[config.mk]
export PLATFORM = sky130hd
export DESIGN_NAME = tristate_bus_arbiter
export DESIGN_NICKNAME = d
export VERILOG_FILES = /design/src/rtl/tristate_bus_arbiter.sv
export SDC_FILE = /design/constraint.sdc
export NUM_CORES = 1
export LEC_CHECK = 0
export BUFFER_PORTS_ARGS = -buffer_cell sky130_fd_sc_hd__buf_4
export CELL_PAD_IN_SITES_DETAIL_PLACEMENT = 1
export CELL_PAD_IN_SITES_GLOBAL_PLACEMENT = 1
export CORE_MARGIN = 2
export CORE_UTILIZATION = 35
export DETAILED_ROUTE_END_ITERATION = 16
export GPL_TIMING_DRIVEN = 0
export PLACE_DENSITY_LB_ADDON = 0.1
export SYNTH_ARGS = -nofsm -noshare
export SYNTH_HDL_FRONTEND = slang
export SYNTH_SLANG_ARGS = --single-unit
[constraint.sdc]
create_clock -name clk -period 3.5 [get_ports clk]
set_input_delay 0.7 -clock clk [delete_from_list [all_inputs] [get_ports clk]]
set_output_delay 0.7 -clock clk [all_outputs]
set_load 0.005 [all_outputs]
[src/rtl/tristate_bus_arbiter.sv]
// tristate_bus_arbiter
//   Owner/arbiter and receive end for a shared multi-driver bus. Grants at
//   most one agent's tristate output enable at a time. The grant passes
//   round-robin, and an ownership lasts at most HOLD cycles when another
//   agent is waiting. Owners are separated by TURN dead cycles in which all
//   enables are low (break-before-make). The bus is resolved with an AND-OR
//   model and registered for the downstream consumer.
//
// Ports:
//   clk       rising-edge clock
//   rst       synchronous active-high reset
//   req       per-agent level request [N]
//   wdata     per-agent drive data; agent i at [i*W +: W]
//   drive_en  one-hot or zero output enables to the agent drivers
//   owner     index of the current owner, valid while busy
//   busy      high while any drive_en bit is set
//   rd_data   registered resolved bus value
//   rd_valid  rd_data was updated this cycle
//   rd_src    agent that produced rd_data
module tristate_bus_arbiter #(
  parameter int N    = 4,
  parameter int W    = 8,
  parameter int HOLD = 8,
  parameter int TURN = 1,
  localparam int IDW = (N > 1) ? $clog2(N) : 1
) (
  input  logic           clk,
  input  logic           rst,
  input  logic [N-1:0]   req,
  input  logic [N*W-1:0] wdata,
  output logic [N-1:0]   drive_en,
  output logic [IDW-1:0] owner,
  output logic           busy,
  output logic [W-1:0]   rd_data,
  output logic           rd_valid,
  output logic [IDW-1:0] rd_src
);

  localparam int HCW = (HOLD > 1) ? $clog2(HOLD) : 1;
  localparam int TCW = (TURN > 1) ? $clog2(TURN) : 1;

  typedef enum logic [1:0] {IDLE, OWN, GAP} state_t;

  state_t         state_reg, state_next;
  logic [N-1:0]   drive_en_reg, drive_en_next;
  logic [IDW-1:0] owner_reg, owner_next;
  logic [IDW-1:0] last_owner_reg, last_owner_next;
  logic [HCW-1:0] hold_cnt_reg, hold_cnt_next;
  logic [TCW-1:0] gap_cnt_reg, gap_cnt_next;
  logic           busy_reg;
  logic [W-1:0]   rd_data_reg;
  logic           rd_valid_reg;
  logic [IDW-1:0] rd_src_reg;

  // Round-robin winner: first requester after last_owner, wrapping.
  logic [IDW-1:0] winner;
  logic [IDW-1:0] cand;
  logic           winner_found;
  logic [N-1:0]   grant_vec;

  always_comb begin
    winner       = '0;
    winner_found = 1'b0;
    cand         = '0;
    for (int k = 0; k < N; k++) begin
      cand = IDW'((int'(last_owner_reg) + 1 + k) % N);
      if (!winner_found && req[cand]) begin
        winner_found = 1'b1;
        winner       = cand;
      end
    end
  end

  assign grant_vec = N'(1) << winner;

  // In OWN, drive_en_reg is the owner's one-hot mask, so it splits req into
  // "owner still wants the bus" and "someone else is waiting".
  logic any_req, owner_req, other_req, hold_sat, gap_last;
  assign any_req   = |req;
  assign owner_req = |(req & drive_en_reg);
  assign other_req = |(req & ~drive_en_reg);
  assign hold_sat  = (hold_cnt_reg == HCW'(HOLD - 1));
  assign gap_last  = (gap_cnt_reg == TCW'(TURN - 1));

  always_comb begin
    state_next      = state_reg;
    drive_en_next   = drive_en_reg;
    owner_next      = owner_reg;
    last_owner_next = last_owner_reg;
    hold_cnt_next   = hold_cnt_reg;
    gap_cnt_next    = gap_cnt_reg;
    case (state_reg)
      IDLE: begin
        if (any_req) begin
          state_next    = OWN;
          drive_en_next = grant_vec;
          owner_next    = winner;
          hold_cnt_next = '0;
        end
      end
      OWN: begin
        if (!owner_req || (hold_sat && other_req)) begin
          state_next      = GAP;
          drive_en_next   = '0;
          gap_cnt_next    = '0;
          last_owner_next = owner_reg;
        end else if (!hold_sat) begin
          hold_cnt_next = hold_cnt_reg + 1'b1;
        end
      end
      GAP: begin
        if (gap_last) begin
          if (any_req) begin
            // The previous owner can win again only if nobody else asks,
            // because the search starts just past it.
            state_next    = OWN;
            drive_en_next = grant_vec;
            owner_next    = winner;
            hold_cnt_next = '0;
          end else begin
            state_next = IDLE;
          end
        end else begin
          gap_cnt_next = gap_cnt_reg + 1'b1;
        end
      end
      default: begin
        state_next    = IDLE;
        drive_en_next = '0;
      end
    endcase
  end

  always_ff @(posedge clk) begin
    if (rst) begin
      state_reg      <= IDLE;
      drive_en_reg   <= '0;
      owner_reg      <= '0;
      last_owner_reg <= IDW'(N - 1);
      hold_cnt_reg   <= '0;
      gap_cnt_reg    <= '0;
      busy_reg       <= 1'b0;
    end else begin
      state_reg      <= state_next;
      drive_en_reg   <= drive_en_next;
      owner_reg      <= owner_next;
      last_owner_reg <= last_owner_next;
      hold_cnt_reg   <= hold_cnt_next;
      gap_cnt_reg    <= gap_cnt_next;
      busy_reg       <= |drive_en_next;
    end
  end

  // AND-OR bus resolution: an undriven bus reads as zero, never X/Z.
  logic [W-1:0] masked [N];
  logic [W-1:0] bus;

  for (genvar gi = 0; gi < N; gi++) begin : g_mask
    assign masked[gi] = wdata[gi*W +: W] & {W{drive_en_reg[gi]}};
  end

  always_comb begin
    bus = '0;
    for (int i = 0; i < N; i++) begin
      bus = bus | masked[i];
    end
  end

  always_ff @(posedge clk) begin
    if (rst) begin
      rd_data_reg  <= '0;
      rd_valid_reg <= 1'b0;
      rd_src_reg   <= '0;
    end else if (busy_reg) begin
      rd_data_reg  <= bus;
      rd_valid_reg <= 1'b1;
      rd_src_reg   <= owner_reg;
    end else begin
      rd_valid_reg <= 1'b0;
    end
  end

  assign drive_en = drive_en_reg;
  assign owner    = owner_reg;
  assign busy     = busy_reg;
  assign rd_data  = rd_data_reg;
  assign rd_valid = rd_valid_reg;
  assign rd_src   = rd_src_reg;

endmodule

==> impl_metrics.py <==
metrics = {
    "outcome": {
        "status": "completed",
    },
    "setup_path": {
        "startpoint_type": "input pin",
        "critical_path.max_stage_delay_ps": 510,
        "critPathTopFamily": "simple AND/OR/NAND/NOR gates",
        "path_cells": "buf_4 -> nor4_1 -> nor2_1 -> a32oi_1 -> a21oi_1 -> or4_1",
        "cp-end-kind": "flop",
        "cp_data_required_time_ps": 3710,
        "cp.arrival_ps": 2380,
        "cp_num_buf_inv": 1,
        "crit_slowest_cell": "or4_1",
        "crit_fanout": 7,
        "criticalPathCategory": "input pin to flop",
    },
    "sta": {
        "setup_viol": 0,
        "period_share_pct": 62.2,
        "tns_ps": 0,
        "timing.hold.ws_ps": 505,
        "timing.fmax_mhz": 459,
        "rsz0062_at_grt": "no",
        "max_slew_margin_pct": 61.8,
        "period_minus_slack_ps": 2180,
        "maxSlewViolCount": 0,
        "hold_violations": 0,
        "skew_ps": 5.77,
        "worstMarginPinSlew_ps": 573,
    },
    "logic_synthesis": {
        "ys.flop_type": "dfxtp_1",
        "synthTopCellsByArea": "dfxtp_1, a22oi_1, nor2_1, a311oi_1, mux2i_1",
        "yosysWarnings": 0,
        "syn_area_mm2": 0.00124,
        "synth_edf_count": 0,
        "ys_ff_latch": 25,
        "yosysTopAreaCell": "dfxtp_1",
        "synth_cell_types": 33,
        "syn_inst": 137,
        "ys_seq_area_share_pct": 40.3,
        "syn_nets": 177,
        "ys_async_sr_fraction_pct": 0,
        "synth_top_area_share_pct": 40.3,
        "avgSynthCellArea_um2": 9.07,
    },
    "global_route": {
        "grt_pass1_wl_um": 6710,
        "overflow": 0,
        "antenna_found_initial": 0,
        "grt_pass1_vias": 1418,
        "track_usage_pct": 21.0,
        "grt_max_degree": 15,
    },
    "power": {
        "max-vdd-ir-drop_mv": 0.216,
        "power.density_mw_per_mm2": 437,
        "power.total_w": 0.000760,
        "power_leakage_nw": 0.734,
    },
    "clock_network": {
        "cts-resized-gates": 0,
        "cts_buffer_depth": 2,
        "clk_latency_ps": 320,
        "root_buffer": "clkbuf_4",
        "cts_tree": "yes",
        "htree_num_levels": 1,
        "clk_pin_slew_ps": 140,
        "cts_setup_buffers": 0,
        "cts.hold.buffers_added": 0,
        "cts_sinks": 25,
        "cts_buffers": 3,
    },
    "routing": {
        "via_count": 1323,
        "wl_per_cell_um": 16.7,
        "avgViaCountPerCell": 5.47,
        "antenna_left": 0,
        "drc": 0,
        "drt-initial-drc-count": 36,
        "first_pass_iters": 5,
        "drt_wl_total_um": 4050,
    },
    "min_path": {
        "hp-class": "flop to flop",
    },
    "finish": {
        "drive_gt1_share_pct": 34.2,
        "antenna_cells": 0,
        "largest_register_ff_count": 8,
        "area_growth_pct": 40.1,
        "fillers": 437,
        "final_net_count": 237,
        "fin_area_mm2": 0.00174,
        "post-route-util_pct": 51.7,
    },
    "die": {
        "die_h_um": 63.6,
        "dieArea_mm2": 0.00404,
        "start_util_pct": 36.9,
        "rows": 21,
        "io_pins": 56,
        "coreArea_mm2": 0.00336,
        "die_x_um": 63.6,
    },
    "placed_design": {
        "gp_congestion": 0.811,
        "detailed_place.area_mm2": 0.00171,
        "hpwl_um": 3110,
        "port_buffers": 55,
    },
    "flow_run": {
        "drv_cap": 0,
    },
}
[power breakdown]
| group | internal, W | total, W | switching (W) |
|---|---|---|---|
| logic | 0.000138 | 0.000274 | 0.000136 |
| clock network | 0.0000428 | 0.000130 | 0.0000876 |
| registers | 0.000327 | 0.000357 | 0.0000294 |
| total | 0.000508 | 0.000760 | 0.000253 |
[layout by cell type (no fill, tap or decap), drive strengths merged, types with 2 or more instances in the layout]
master  Yosys  routed
nand4b      2       2
inv         4       4
buf         1      56
nor3        2       2
o21ai       3       3
o22ai       2       2
nor2b       8       8
nor2       22      22
or3b        2       2
and2        2       2
clkbuf      8      11
mux2i       5       5
ha          2       2
nand2b      2       2
a221oi      3       3
dfxtp      25      25
a32oi       2       2
a21oi       4       4
a22oi      16      16
a311oi      8       8
nand2       2       2
o211ai      2       2
o32a        2       2
[metal layers]
| metal | up-vias | routed length (um) | GRT usage (%) |
|---|---|---|---|
| met3 | 6 | 235 | 5.18 |
| li1 | 643 | - | - |
| met4 | 0 | 79 | 6.79 |
| met2 | 46 | 2000 | 37.5 |
| met1 | 628 | 1740 | 24.5 |
| met5 | - | 0 | 0 |
[worst paths after layout]
path	startpoint	endpoint	slack [ps]	depth (start not counted)
worst max register to register	drive_en[2]$_SDFF_PP0_	busy$_SDFF_PP0_	1440	6
worst min register to register	rd_data[0]$_SDFFE_PP0P_	rd_data[0]$_SDFFE_PP0P_	510	2
worst max-delay path	req[3]	busy$_SDFF_PP0_	1320	6
worst min-delay path	rd_data[0]$_SDFFE_PP0P_	rd_data[0]$_SDFFE_PP0P_	510	2
[synthesized netlist by cell type (2+ instances only)]
cell type	count
or3b_1	2
ha_1	2
and2_1	2
o22ai_1	2
a221oi_2	3
nor2_1	22
mux2i_1	5
inv_1	2
dfxtp_1	25
nor2b_1	8
a32oi_1	2
o211ai_1	2
nand2b_1	2
nand2_1	2
a21oi_1	4
a22oi_1	16
o21ai_0	3
nand4b_1	2
o32a_1	2
clkbuf_1	8
a311oi_1	8
inv_2	2
[kinds of logic after synthesis]
| kind of cell | count (synthesis) | share of synthesized area, % |
|---|---|---|
| compound gates | 47 | 30.7 |
| simple gates | 45 | 18.9 |
| flops | 25 | 40.3 |
| buf+inv | 13 | 4.03 |
| mux | 5 | 4.03 |
| fa+ha+maj | 2 | 2.01 |
[per-stage QoR]
| stage | instances | setup WS [ps] |
|---|---|---|
| after floorplan | 137 | 1410 |
| after global placement | 238 | 1060 |
| after detailed placement | 238 | 989 |
| after CTS | 242 | 1340 |
| after global routing | 242 | 1120 |
| final | 242 | 1320 |
[cell type report]
cell class                 count  area, um2  share of cell area [%]
tap                           46       57.6                    3.31
multi-input combinational     99        692                    39.8
clock inverter                 1       5.00                   0.288
inverter                       4       15.0                   0.863
sequential                    25        500                    28.8
buffer                         9       35.0                    2.01
clock buffer                   3       22.5                    1.29
timing repair buffer          55        413                    23.7
[worst reg2reg max path, cell delays in order, from the launching register on]
cell      delay (ps)
dfxtp_1          360
clkbuf_1         260
a221oi_2         400
nor3_2           120
a32oi_1          200
a21oi_1          110
or4_1            510
No activity file was read; power rests on OpenSTA's default activity.
